`src/rtl/dma_bus_master_if.sv`:
```
// Bus bundle for the DMA engine: configuration slave port plus the m1 master port.
// The master modport is the DMA's view; the slave modport is the bus/arbiter side.
interface dma_bus_master_if #(
  parameter int unsigned ADDR_W = 16,
  parameter int unsigned DATA_W = 32
);
  logic              s_sel;
  logic              s_wr;
  logic [ADDR_W-1:0] s_addr;
  logic [DATA_W-1:0] s_din;
  logic [DATA_W-1:0] s_dout;

  logic              m_req;
  logic              m_grant;
  logic              m_wr;
  logic [ADDR_W-1:0] m_addr;
  logic [DATA_W-1:0] m_dout;
  logic [DATA_W-1:0] m_din;

  modport master (
    input  s_sel, s_wr, s_addr, s_din, m_grant, m_din,
    output s_dout, m_req, m_wr, m_addr, m_dout
  );

  modport slave (
    output s_sel, s_wr, s_addr, s_din, m_grant, m_din,
    input  s_dout, m_req, m_wr, m_addr, m_dout
  );
endinterface

```
`src/rtl/dma_bus_master.sv`:
```
// Single-channel memory-to-memory DMA: copies SIZE words from SRC to DST over the
// arbitrated master port, configured through a small register slave port.
module dma_bus_master #(
  parameter int unsigned ADDR_W = 16,
  parameter int unsigned DATA_W = 32,
  parameter int unsigned CNT_W  = 8
) (
  input  logic             clk,
  input  logic             reset_n,
  dma_bus_master_if.master bus,
  output logic             irq
);

  typedef enum logic [2:0] {StIdle, StReq, StRd, StCap, StWr, StDone} state_e;

  localparam logic [7:0] OffSrc    = 8'h00;
  localparam logic [7:0] OffDst    = 8'h01;
  localparam logic [7:0] OffSize   = 8'h02;
  localparam logic [7:0] OffStart  = 8'h03;
  localparam logic [7:0] OffInt    = 8'h04;
  localparam logic [7:0] OffIntEn  = 8'h05;
  localparam logic [7:0] OffStatus = 8'h06;

  state_e            state_q, state_d;
  logic [ADDR_W-1:0] src_q, src_d;
  logic [ADDR_W-1:0] dst_q, dst_d;
  logic [CNT_W-1:0]  size_q, size_d;
  logic [CNT_W-1:0]  index_q, index_d, index_inc;
  logic [DATA_W-1:0] buf_q, buf_d;
  logic [DATA_W-1:0] dout_q, dout_d;
  logic              done_q, done_d;
  logic              int_en_q, int_en_d;
  logic              irq_q, irq_d;

  logic              wr_en, rd_en, start_wr, set_done, busy;
  logic [7:0]        off;
  logic              m_req, m_wr;
  logic [ADDR_W-1:0] m_addr;
  logic [DATA_W-1:0] m_dout;

  assign off       = bus.s_addr[7:0];
  assign wr_en     = bus.s_sel & bus.s_wr;
  assign rd_en     = bus.s_sel & ~bus.s_wr;
  assign busy      = state_q inside {StReq, StRd, StCap, StWr};
  assign start_wr  = wr_en && (off == OffStart) && bus.s_din[0] && !busy;
  assign index_inc = index_q + CNT_W'(1);

  // Transfer sequencer; any cycle without grant is dropped and retried from REQ.
  always_comb begin
    state_d  = state_q;
    index_d  = index_q;
    buf_d    = buf_q;
    set_done = 1'b0;
    m_req    = 1'b0;
    m_wr     = 1'b0;
    m_addr   = '0;
    m_dout   = '0;
    case (state_q)
      StIdle: begin
        if (start_wr) begin
          if (size_q != '0) begin
            index_d = '0;
            state_d = StReq;
          end else begin
            set_done = 1'b1;
          end
        end
      end
      StReq: begin
        m_req = 1'b1;
        if (bus.m_grant) state_d = StRd;
      end
      StRd: begin
        m_req   = 1'b1;
        m_addr  = src_q + ADDR_W'(index_q);
        state_d = bus.m_grant ? StCap : StReq;
      end
      StCap: begin
        m_req  = 1'b1;
        m_addr = src_q + ADDR_W'(index_q);
        if (bus.m_grant) begin
          buf_d   = bus.m_din;
          state_d = StWr;
        end else begin
          state_d = StReq;
        end
      end
      StWr: begin
        m_req  = 1'b1;
        m_wr   = 1'b1;
        m_addr = dst_q + ADDR_W'(index_q);
        m_dout = buf_q;
        if (bus.m_grant) begin
          index_d = index_inc;
          state_d = (index_inc == size_q) ? StDone : StRd;
        end else begin
          state_d = StReq;
        end
      end
      StDone: begin
        set_done = 1'b1;
        state_d  = StIdle;
      end
      default: state_d = StIdle;
    endcase
  end

  // Register file writes; transfer setup is frozen while a copy is in flight.
  always_comb begin
    src_d    = src_q;
    dst_d    = dst_q;
    size_d   = size_q;
    int_en_d = int_en_q;
    done_d   = done_q;
    if (wr_en) begin
      case (off)
        OffSrc:   if (!busy) src_d = bus.s_din[ADDR_W-1:0];
        OffDst:   if (!busy) dst_d = bus.s_din[ADDR_W-1:0];
        OffSize:  if (!busy) size_d = bus.s_din[CNT_W-1:0];
        OffInt:   if (!bus.s_din[0]) done_d = 1'b0;
        OffIntEn: int_en_d = bus.s_din[0];
        default:  ;
      endcase
    end
    // A completion on the same edge as a software clear must not be lost.
    if (set_done) done_d = 1'b1;
    irq_d = done_d & int_en_d;
  end

  always_comb begin
    dout_d = '0;
    if (rd_en) begin
      case (off)
        OffSrc:    dout_d = DATA_W'(src_q);
        OffDst:    dout_d = DATA_W'(dst_q);
        OffSize:   dout_d = DATA_W'(size_q);
        OffInt:    dout_d = DATA_W'(done_q);
        OffIntEn:  dout_d = DATA_W'(int_en_q);
        OffStatus: dout_d = DATA_W'(busy);
        default:   dout_d = '0;
      endcase
    end
  end

  always_ff @(posedge clk or negedge reset_n) begin
    if (!reset_n) begin
      state_q  <= StIdle;
      src_q    <= '0;
      dst_q    <= '0;
      size_q   <= '0;
      index_q  <= '0;
      buf_q    <= '0;
      dout_q   <= '0;
      done_q   <= 1'b0;
      int_en_q <= 1'b0;
      irq_q    <= 1'b0;
    end else begin
      state_q  <= state_d;
      src_q    <= src_d;
      dst_q    <= dst_d;
      size_q   <= size_d;
      index_q  <= index_d;
      buf_q    <= buf_d;
      dout_q   <= dout_d;
      done_q   <= done_d;
      int_en_q <= int_en_d;
      irq_q    <= irq_d;
    end
  end

  assign bus.s_dout = dout_q;
  assign bus.m_req  = m_req;
  assign bus.m_wr   = m_wr;
  assign bus.m_addr = m_addr;
  assign bus.m_dout = m_dout;
  assign irq        = irq_q;

  // Writes only happen inside an owned tenure, and a parked master drives a quiet bus.
  assert property (@(posedge clk) disable iff (!reset_n) m_wr |-> m_req);
  assert property (@(posedge clk) disable iff (!reset_n)
                   !m_req |-> (m_addr == '0 && m_dout == '0));

endmodule

```
`src/flat_wrapper.sv`:
```
// flat-port wrapper written by rule: the top's interface ports become plain ports
module dma_bus_master_flat 
#(
  parameter int unsigned ADDR_W = 16,
  parameter int unsigned DATA_W = 32,
  parameter int unsigned CNT_W  = 8
)
  (clk, reset_n, irq, bus_s_sel, bus_s_wr, bus_s_addr, bus_s_din, bus_m_grant, bus_m_din, bus_s_dout, bus_m_req, bus_m_wr, bus_m_addr, bus_m_dout);
  dma_bus_master_if #(.ADDR_W(ADDR_W), .DATA_W(DATA_W)) bus_i ();
  input  logic clk;
  input  logic reset_n;
  output logic irq;
  input wire logic [$bits(bus_i.s_sel)-1:0] bus_s_sel;
  input wire logic [$bits(bus_i.s_wr)-1:0] bus_s_wr;
  input wire logic [$bits(bus_i.s_addr)-1:0] bus_s_addr;
  input wire logic [$bits(bus_i.s_din)-1:0] bus_s_din;
  input wire logic [$bits(bus_i.m_grant)-1:0] bus_m_grant;
  input wire logic [$bits(bus_i.m_din)-1:0] bus_m_din;
  output wire logic [$bits(bus_i.s_dout)-1:0] bus_s_dout;
  output wire logic [$bits(bus_i.m_req)-1:0] bus_m_req;
  output wire logic [$bits(bus_i.m_wr)-1:0] bus_m_wr;
  output wire logic [$bits(bus_i.m_addr)-1:0] bus_m_addr;
  output wire logic [$bits(bus_i.m_dout)-1:0] bus_m_dout;
  assign bus_i.s_sel = bus_s_sel;
  assign bus_i.s_wr = bus_s_wr;
  assign bus_i.s_addr = bus_s_addr;
  assign bus_i.s_din = bus_s_din;
  assign bus_i.m_grant = bus_m_grant;
  assign bus_i.m_din = bus_m_din;
  assign bus_s_dout = bus_i.s_dout;
  assign bus_m_req = bus_i.m_req;
  assign bus_m_wr = bus_i.m_wr;
  assign bus_m_addr = bus_i.m_addr;
  assign bus_m_dout = bus_i.m_dout;
  dma_bus_master #(.ADDR_W(ADDR_W), .DATA_W(DATA_W), .CNT_W(CNT_W)) u_core (.clk(clk), .reset_n(reset_n), .bus(bus_i), .irq(irq));
endmodule
```
`config.mk`:
```
export PLATFORM = sky130hd
export DESIGN_NAME = dma_bus_master_flat
export DESIGN_NICKNAME = d
export VERILOG_FILES = /design/src/rtl/dma_bus_master_if.sv /design/src/rtl/dma_bus_master.sv /design/src/flat_wrapper.sv
export SDC_FILE = /design/constraint.sdc
export NUM_CORES = 1
export LEC_CHECK = 0
export ABC_AREA = 1
export CORE_MARGIN = 4
export CORE_UTILIZATION = 35
export DETAILED_ROUTE_END_ITERATION = 12
export HOLD_SLACK_MARGIN = 0.15
export PLACE_DENSITY_LB_ADDON = 0.05
export SLEW_MARGIN = 20
export SYNTH_ARGS = -nofsm -noshare
export SYNTH_HDL_FRONTEND = slang
export SYNTH_SLANG_ARGS = --single-unit
```
`constraint.sdc`:
```
create_clock -name clk -period 3.36 [get_ports clk]
set_input_delay 0.672 -clock clk [delete_from_list [all_inputs] [get_ports clk]]
set_output_delay 0.672 -clock clk [all_outputs]
set_load 0.02 [all_outputs]
```
# == Yosys cells after proc, flatten, opt, wreduce, memory -nomap -nowiden ==
# Index checks and enable logic that the tools add are counted.
# totals
regBits,118
inputBits,85
word_cells,78
# classes
n_addsub,3
eq_ne,16
mux,27
n_bitwise,5
reduce_logical,17
# ops
op,count
case mux 16 bit (6 select lines),1
two-way mux 32 bit,2
adder 16 x 8 -> 16 bit,2
case mux 16 bit (2 select lines),1
equality test 8 x 3 -> 1 bit (second input constant),3
two-way mux 8 bit,3
two-way mux 3 bit,6
equality test 8 x 2 -> 1 bit (second input constant),2
case mux 8 bit (2 select lines),1
case mux 3 bit (5 select lines),1
AND reduction 3 bit,4
two-way mux 1 bit,10
adder 8 x 1 -> 8 bit (second input constant),1
equality test 8 x 1 -> 1 bit (second input constant),1
equality test 8 bit,1
logical NOT 8 bit,1
nonzero test 8 bit,1
equality test 3 x 2 -> 1 bit (second input constant),2
equality test 3 bit (second input constant),2
!= test 2 x 1 -> 1 bit (second input constant),2
!= test 2 bit (second input constant),2
AND reduction 4 bit,1
nonzero test 4 bit,1
OR reduction 4 bit,1
11 further kinds,16

# == Depth between registers and ports, before layout ==
# Gate-level depths: netlist of the first run.
# logic_depth
word_depth,8
depth_mapped,17
depth_no_buf,16

# == Least setup slack after synthesis of the first run ==
# No wires, ideal clock.
# synth_timing
path_type,register to output
from,reg u_core.state_q[0]
to,out bus_m_addr[11]
arrival_ps,2683
required_time_ps,2688
slack_ps,5
path_stages_with_launch,17
path_buffers,2
cell_sequence,dfrtp_1 -> inv_1 -> nand3_4 -> buf_6 -> clkbuf_1 -> nand2_1 -> o21ai_0 -> ha_1 -> inv_1 -> o21ai_0 -> a21boi_0 -> nand2_1 -> nand2_1 -> nand2_1 -> nand2_1 -> nor2_2 -> nor3_1
# synth_between
elab_chain_len,3
# synth_lines
item,line,text
from (decl),dma_bus_master.sv:24,"state_e state_q, state_d;"
from (signal assigned),dma_bus_master.sv:147,state_q <= StIdle;
from (signal assigned),dma_bus_master.sv:158,state_q <= state_d;
equality test 3 x 2 -> 1 bit,dma_bus_master.sv:58,case (state_q)
OR reduction 2 bit (no source line),--,
case mux 16 bit (2 select lines) (*),dma_bus_master.sv:58,
to (decl),flat_wrapper.sv:22,output wire logic [$bits(bus_i.m_addr)-1:0] bus_m_addr;
# Mark *: on every way between the ends. The rest lies on a longest branch, timed or not.

# == Final worst setup path of the first run ==
# layout_timing
from,reg u_core.state_q[0]
to,out bus_m_addr[6]
# The elaborated chain is that of the path after synthesis.

==> metrics.log, run 1 <==
[metrics] Max Transition Viols Final: 0
[metrics] critical register-to-register path endpoint: u_core.size_q[0]$_DFFE_PN0P_
[metrics] Area Overhead vs Synth: 42.6%
[metrics] DRC violation total after the first TritonRoute iteration: 298
[metrics] dominant combinational cell family by area after synthesis: simple AND/OR/NAND/NOR gates
[metrics] beginning of the worst register-to-register path: u_core.state_q[1]$_DFFE_PN0P_
[metrics] Crit. End Element: output port
[metrics] distinct cell type count of the synthesized netlist: 44
[metrics] Post-Synthesis Mean Instance Area: 7.39 µm²
[metrics] synth warn: 0
[metrics] fraction of the mapped netlist area in simple logic gates: 0.239
[metrics] startpoint types: flip-flop
[metrics] last weighted congestion value of the routability-driven placer: 0.857
[metrics] Max-cap violations: 0
[metrics] net switching power: 605 µW
[metrics] outcome: finished, violations left
[metrics] shortest clock period the worst path allows after layout: 3430 ps
[metrics] internal power: 1.90 mW
[metrics] remaining global-route overflow: 0
[metrics] final non-filler cell area: 0.00800 mm²
[metrics] data arrival time of the critical path: 2760 ps
[metrics] synthesized-area fraction occupied by ao, oa, aoi and oai cells: 0.147
[metrics] clock latency reported for the late side of the worst-skew pair: 350 ps
[metrics] Synth Flop Type: dfrtp_1
[metrics] effective utilization at floorplan: 0.363
[metrics] count of placed standard cells in the final layout, fillers left out: 1,159
[metrics] worst setup slack after layout: -72.0 ps
[metrics] Synth Area in Adders: 0.0237
[metrics] number of synthesized register bits: 102
[metrics] clock-pin slew reported for the worst setup and hold paths after clock tree synthesis: 60 ps
[metrics] antenna viol nets, final: 0
[metrics] wire length of the first global-routing pass: 26,200 µm
[metrics] Cell Pwr Density: 314 mW/mm²
[metrics] boundary pin count: 168
[metrics] Async S/R FF share, synth: 1.00
[metrics] total count of hold-check failures in the final report: 0
[metrics] placed wire-length estimate after detailed placement: 11,700 µm
[metrics] worst r2r path cells: 9
[metrics] portion of total power attributed to sequential cells: 0.507
[metrics] Sinks on Clock Net: 102
[metrics] initial antenna violation count: 0
[metrics] number of vias after detailed routing: 5,372
[metrics] TritonCTS clock tree: done
[metrics] layout cells sized above 1: 0.164
[metrics] y dimension of the die: 135 µm
[metrics] maximum number of pins on one net before global-route repair: 65
[metrics] clock network fraction of total power: 0.395
[metrics] netlist area before placement: 0.00561 mm²
[metrics] VDD IR max: 0.000234 V
[metrics] commonest non-fill, non-tap cell in the layout: nand2_1
[metrics] cts hold-fix bufs: 0
[metrics] register area share after synthesis: 0.455
[metrics] static leakage power: 3.91 nW
[metrics] Num CTS Buffers: 9
[metrics] number of global-route vias before repair: 5,255
[metrics] standard-cell row count: 45
[metrics] via-per-instance ratio: 4.64
[metrics] Comb pwr share: 0.098
[metrics] R2R Setup Slk: 1220 ps
[metrics] detailed-route wire length per cell: 13.9 µm
[metrics] endpoints failing setup: 5
[metrics] horizontal die dimension: 135 µm
[metrics] Post-route DRC: 0
[metrics] root buffer cell: clkbuf_16
[metrics] multiplexer fraction of the synthesized cell area: 0.00179
[metrics] cell total after placement: 1,125
[metrics] Setup Skew: 4.77 ps
[metrics] Fmax: 291 MHz
[metrics] number of enable flip-flop cells after synthesis: 0
[metrics] fraction of power spent switching nets: 0.241
[metrics] highest-count cells in the layout ignoring fill and taps: nand2_1, inv_1, clkdlybuf4s50_1
[metrics] number of buffers on the longest clock path: 2
[metrics] setup repair after global routing missed its margin: yes
[metrics] worst path required time: 2690 ps
[metrics] category of the most critical setup path: reg -> out
[metrics] deepest level of the CTS H-tree: 3
[metrics] Synth Area in XOR/XNOR: 0.00625
[metrics] violated checks: negative setup slack
[metrics] relative max-transition margin: 0.606
[metrics] slew of the pin with the lowest slew margin: 592 ps
[metrics] gate count of the mapped netlist: 759
[metrics] overall fraction of global-route tracks in use: 0.180
[metrics] full die area: 0.0181 mm²
[metrics] NumNets Final: 1,039
[metrics] final hold slack: 312 ps
[metrics] total inserted antenna cells: 0
[metrics] fin crit share: 1.02
[metrics] maximum fanout count along the critical path: 3
[metrics] Total Wirelength: 16,200 µm
[metrics] Pre-Repair DR Iteration Count: 5
[metrics] core region area: 0.0154 mm²
[metrics] number of buffer cells added on primary ports: 127
[metrics] Area after DPL: 0.00738 mm²
[metrics] Hold WC Path Type: in -> async
flip-flops by register name (all words and copies together), names as in the netlist:
name               count
u_core.size_q          8
u_core.dst_q          16
u_core.state_q         3
u_core.irq             1
u_core.buf_q          32
u_core.src_q          16
u_core.done_q          1
u_core.bus.s_dout     16
u_core.index_q         8
u_core.int_en_q        1
metal layers:
metal	up-vias	global-route usage	part of all wire
met4	0	0.0583	0.016
met5	-	0	0
li1	2716	-	-
met1	2489	0.238	0.46
met3	22	0.0346	0.048
met2	145	0.299	0.47
final cells by class:
type                            instances  area, µm²
Clock buffer                           12        256
Timing Repair Buffer                  195       1810
Inverter                              129        484
Tap cell                              211        264
Fill cell                            1491       7430
Clock inverter                          3       20.0
Sequential cell                       102       2550
Multi-Input combinational cell        507       2610
worst max-delay path by stage:
stage	endpoint	start	slack, ps
finish	bus_m_addr[6]	u_core.state_q[0]$_DFFE_PN0P_	-70
floorplan	bus_m_addr[11]	u_core.state_q[0]$_DFFE_PN0P_	5
global route	bus_m_addr[13]	u_core.state_q[0]$_DFFE_PN0P_	-280
global placement	bus_m_addr[13]	u_core.state_q[0]$_DFFE_PN0P_	-420
CTS	bus_m_addr[13]	u_core.state_q[0]$_DFFE_PN0P_	-100
detailed placement	bus_m_addr[13]	u_core.state_q[1]$_DFFE_PN0P_	-490
per-stage QoR:
stage          worst slack (ps)  power [mW]  setup TNS, ps   util
6_report                  -72.0        2.51           -254  0.518
4_1_cts                    -101        2.55           -553  0.510
3_5_place_dp               -492        1.53          -3380  0.478
2_1_floorplan              5.15        1.41              0      -
3_3_place_gp               -419        1.53          -2850  0.478
5_1_grt                    -277        2.63          -1980  0.518
power groups by stage:
| stage | registers, mW | logic (mW) | clock network, mW |
|---|---|---|---|
| floorplan | 1.29 | 0.113 | 0 |
| detailed placement | 1.29 | 0.237 | 0 |
| global route | 1.27 | 0.276 | 1.08 |
| finish | 1.27 | 0.246 | 0.992 |
| global placement | 1.29 | 0.233 | 0 |
| CTS | 1.27 | 0.243 | 1.04 |
worst max-delay path, cell delays in order (launching register included):
cell and delay, ps:
dfrtp_1 400, inv_2 100, nand2_2 80, nor2_4 90, nand2_1 50, nand2_1 60
ha_2 190, inv_2 40, fa_2 350, nor2_2 110, o21ai_1 70, nand2_1 110
buf_4 130, a21oi_1 50, o21ai_1 190, o21ai_1 80, a21oi_1 140, buf_4 160
cells by family (layout without fill, tap and decap cells):
group	after synthesis	after routing
AOI/OAI and AO/OA	152	152
xor gates and xnor gates	4	4
adders and majority gates	10	10
buffers and inverters	166	339
DFF	102	102
muxes	1	1
other	1	16
and+or+nand+nor	323	324
synth_stat cells, drive strengths merged, types with 2 or more instances:
cell | count | area share
o21ai | 80 | 0.073
xor2 | 3 | 0.0047
nand4 | 5 | 0.0056
o2bb2ai | 4 | 0.0062
inv | 127 | 0.085
a21oi | 58 | 0.052
nand2 | 165 | 0.11
nand3 | 31 | 0.030
clkbuf | 3 | 0.0020
ha | 9 | 0.020
buf | 34 | 0.038
dfrtp | 102 | 0.46
nor2 | 112 | 0.080
nor3 | 6 | 0.0062
o211ai | 2 | 0.0051
clkinv | 2 | 0.0013
what timing repair did:
action,CTS,global route
pin swaps,24,22
resized for setup,99,37
gates cloned,2,0
setup buffers,14,3
setup endpoints to repair,14,13
(Power assumes the default switching activity.)
==> run 2: changes to the inputs <==
--- a/config.mk
+++ b/config.mk
@@ -11,7 +11,7 @@
 export DETAILED_ROUTE_END_ITERATION = 12
 export HOLD_SLACK_MARGIN = 0.15
 export PLACE_DENSITY_LB_ADDON = 0.05
-export SLEW_MARGIN = 20
+export SLEW_MARGIN = 40
 export SYNTH_ARGS = -nofsm -noshare
 export SYNTH_HDL_FRONTEND = slang
 export SYNTH_SLANG_ARGS = --single-unit
==> results of run 2 <==
No change in the layout: final DEF, timing and power equal those of run 1.
==> run 3: changes to the inputs <==
--- a/config.mk
+++ b/config.mk
@@ -6,6 +6,7 @@
 export NUM_CORES = 1
 export LEC_CHECK = 0
 export ABC_AREA = 1
+export CORE_ASPECT_RATIO = 1.1
 export CORE_MARGIN = 4
 export CORE_UTILIZATION = 35
 export DETAILED_ROUTE_END_ITERATION = 12
==> constraint.sdc (replaced) <==
create_clock -name clk -period 3.1 [get_ports clk]
set_input_delay 0.62 -clock clk [delete_from_list [all_inputs] [get_ports clk]]
set_output_delay 0.62 -clock clk [all_outputs]
set_load 0.02 [all_outputs]
==> run 3 against run 2 <==
Compared with the run above: highest routed layer unchanged; power increased by 11%; sequential share of layout area decreased by 0.22 points; combinational power increased by 11%; global-route usage decreased by 0.21 points; critical path depth unchanged; the flow still finishes with violations (negative setup slack); count of clock-buffer cells in the layout decreased by 2; non-clock buffer count increased by 6; critical endpoint is now bus_m_addr[12]; first-iteration DRC count decreased by 9.7%.
==> metrics.log, run 3 (same netlist as run 1, synthesis figures left out) <==
[metrics] startpoint types: flip-flop
[metrics] number of buffers on the longest clock path: 2
[metrics] root buffer cell: clkbuf_16
[metrics] Crit. End Element: output port
[metrics] maximum fanout count along the critical path: 4
[metrics] Final Power: 2.80 mW
[metrics] Post-route DRC: 0
[metrics] number of vias after detailed routing: 5,297
[metrics] largest stage delay on the critical path: 410 ps
[metrics] final hold slack: 193 ps
[metrics] highest-delay cell along the critical path: dfrtp_1
[metrics] outcome: finished, violations left
[metrics] deepest level of the CTS H-tree: 3
[metrics] placed wire-length estimate after detailed placement: 11,600 µm
[metrics] most used cell along the critical path: nor2_4
[metrics] NumNets Final: 1,045
[metrics] effective utilization at floorplan: 0.356
[metrics] DRC violation total after the first TritonRoute iteration: 269
[metrics] violated checks: negative setup slack
[metrics] worst setup slack after layout: -229 ps
[metrics] post-route setup TNS: -1750 ps
[metrics] TritonCTS clock tree: done
[metrics] Total Wirelength: 16,000 µm
[metrics] critical register-to-register path endpoint: u_core.size_q[5]$_DFFE_PN0P_
[metrics] category of the most critical setup path: reg -> out
[metrics] setup repair after global routing missed its margin: yes
[metrics] beginning of the worst register-to-register path: u_core.state_q[2]$_DFFE_PN0P_
[metrics] layout cells sized above 1: 0.179
[metrics] clock-pin slew reported for the worst setup and hold paths after clock tree synthesis: 70 ps
[metrics] Top reg by flops: u_core.buf_q
[metrics] core region area: 0.0157 mm²
[metrics] number of global-route vias before repair: 5,210
[metrics] fin crit share: 1.07
[metrics] highest-count cells in the layout ignoring fill and taps: nand2_1, inv_1, clkdlybuf4s50_1
[metrics] boundary pin count: 168
[metrics] shortest clock period the worst path allows after layout: 3330 ps
[metrics] commonest non-fill, non-tap cell in the layout: nand2_1
[metrics] relative max-transition margin: 0.612
[metrics] total count of hold-check failures in the final report: 0
[metrics] Max Transition Viols Final: 0
[metrics] R2R Setup Slk: 980 ps
[metrics] VDD IR max: 0.000324 V
[metrics] worst path required time: 2480 ps
[metrics] remaining global-route overflow: 0
[metrics] horizontal die dimension: 129 µm
[metrics] cell type group with the largest total delay on the critical path: simple AND/OR/NAND/NOR gates
[metrics] data arrival time of the critical path: 2710 ps
[metrics] y dimension of the die: 141 µm
[metrics] overall fraction of global-route tracks in use: 0.178
[metrics] total inserted antenna cells: 0
[metrics] critical path cell sequence: inv_4 -> nand2_4 -> nor2_4 -> nand2_1 -> nand2_1 -> ha_2 -> inv_2 -> fa_2 -> nor2_4 -> o21ai_2 -> nand2_2 -> a21oi_4 -> nor2_4 -> nand3_2 -> o21ai_2 -> a21oi_4 -> buf_6
[metrics] Pre-Repair DR Iteration Count: 7
[metrics] endpoints failing setup: 12
[metrics] worst r2r path cells: 8
[metrics] static leakage power: 3.89 nW
[metrics] Max-cap violations: 0
[metrics] Setup Skew: 7.36 ps
[metrics] Num CTS Buffers: 9
[metrics] Sinks on Clock Net: 102
[metrics] full die area: 0.0181 mm²
[metrics] clock latency reported for the late side of the worst-skew pair: 350 ps
[metrics] initial antenna violation count: 0
[metrics] Hold WC Path Type: in -> async
[metrics] cell total after placement: 1,125
[metrics] number of buffer cells added on primary ports: 127
[metrics] pre-CTS setup slack: -506 ps
[metrics] wire length of the first global-routing pass: 26,000 µm
[metrics] detailed-route wire length per cell: 13.9 µm
[metrics] Buffers & Inverters on Critical Path: 3
[metrics] count of placed standard cells in the final layout, fillers left out: 1,154
[metrics] Area Overhead vs Synth: 43.6%
[metrics] via-per-instance ratio: 4.59
[metrics] Fmax: 300 MHz
[metrics] slew of the pin with the lowest slew margin: 580 ps
[metrics] last weighted congestion value of the routability-driven placer: 0.853
[metrics] maximum number of pins on one net before global-route repair: 76
[metrics] number of flip-flops in the largest register: 32
[metrics] antenna viol nets, final: 0
[metrics] Cell Pwr Density: 347 mW/mm²
[metrics] standard-cell row count: 48
-- run 3: cell types whose count changed in the layout (fill, tap and decap cells not counted), moves of 3 or more --
cell     change
o21ai_1      -4
a21oi_2      +5
o21ai_2      +5
nand2_4      -3
inv_2        -4
buf_6        +8
nor2_4       +3
ha_1         +3
a21oi_1      -7
-- run 3: through the flow --
stage	utilization	area, µm²
4_1_cts	0.505	7940
3_5_place_dp	0.475	7470
5_1_grt	0.512	8050
2_1_floorplan	-	5710
3_3_place_gp	0.475	7470
6_report	0.512	8050
-- run 3: cell type report --
type                            instances  area, µm²
Inverter                              129        489
Sequential cell                       102       2550
Multi-Input combinational cell        507       2630
Tap cell                              200        250
Clock buffer                           10        239
Clock inverter                          5       60.1
Fill cell                            1515       7680
Timing Repair Buffer                  201       1830
-- run 3: layer usage --
metal,track usage,up-vias,routed length (µm)
met2,0.296,127,7750
met4,0.0525,0,214
met3,0.0337,15,795
met1,0.236,2422,7240
met5,0,-,0
li1,-,2733,-
-- run 3: power by group --
part           leakage, nW  total (mW)  switching [mW]  internal (mW)
Combinational         2.51       0.273           0.145          0.128
Clock                0.145        1.15           0.503          0.645
Sequential            1.24        1.38          0.0177           1.36
Total                 3.89        2.80           0.666           2.13
-- run 3: how the worst max path moves through the flow --
stage	endpoint	cells past startpoint	startpoint
after floorplan	bus_m_addr[14]	16	u_core.state_q[2]$_DFFE_PN0P_
after global placement	bus_m_addr[11]	13	u_core.state_q[0]$_DFFE_PN0P_
after detailed placement	bus_m_addr[13]	16	u_core.state_q[1]$_DFFE_PN0P_
after CTS	bus_m_addr[12]	17	u_core.state_q[0]$_DFFE_PN0P_
after global routing	bus_m_addr[13]	15	u_core.state_q[0]$_DFFE_PN0P_
final	bus_m_addr[12]	17	u_core.state_q[0]$_DFFE_PN0P_
-- run 3: repair_timing --
item,in CTS,in global routing
endpoints found under the setup margin,15,15
cloned,1,0
pin swaps,15,15
buffers inserted,11,2
hold buffers,0,0
gates resized for setup,103,36
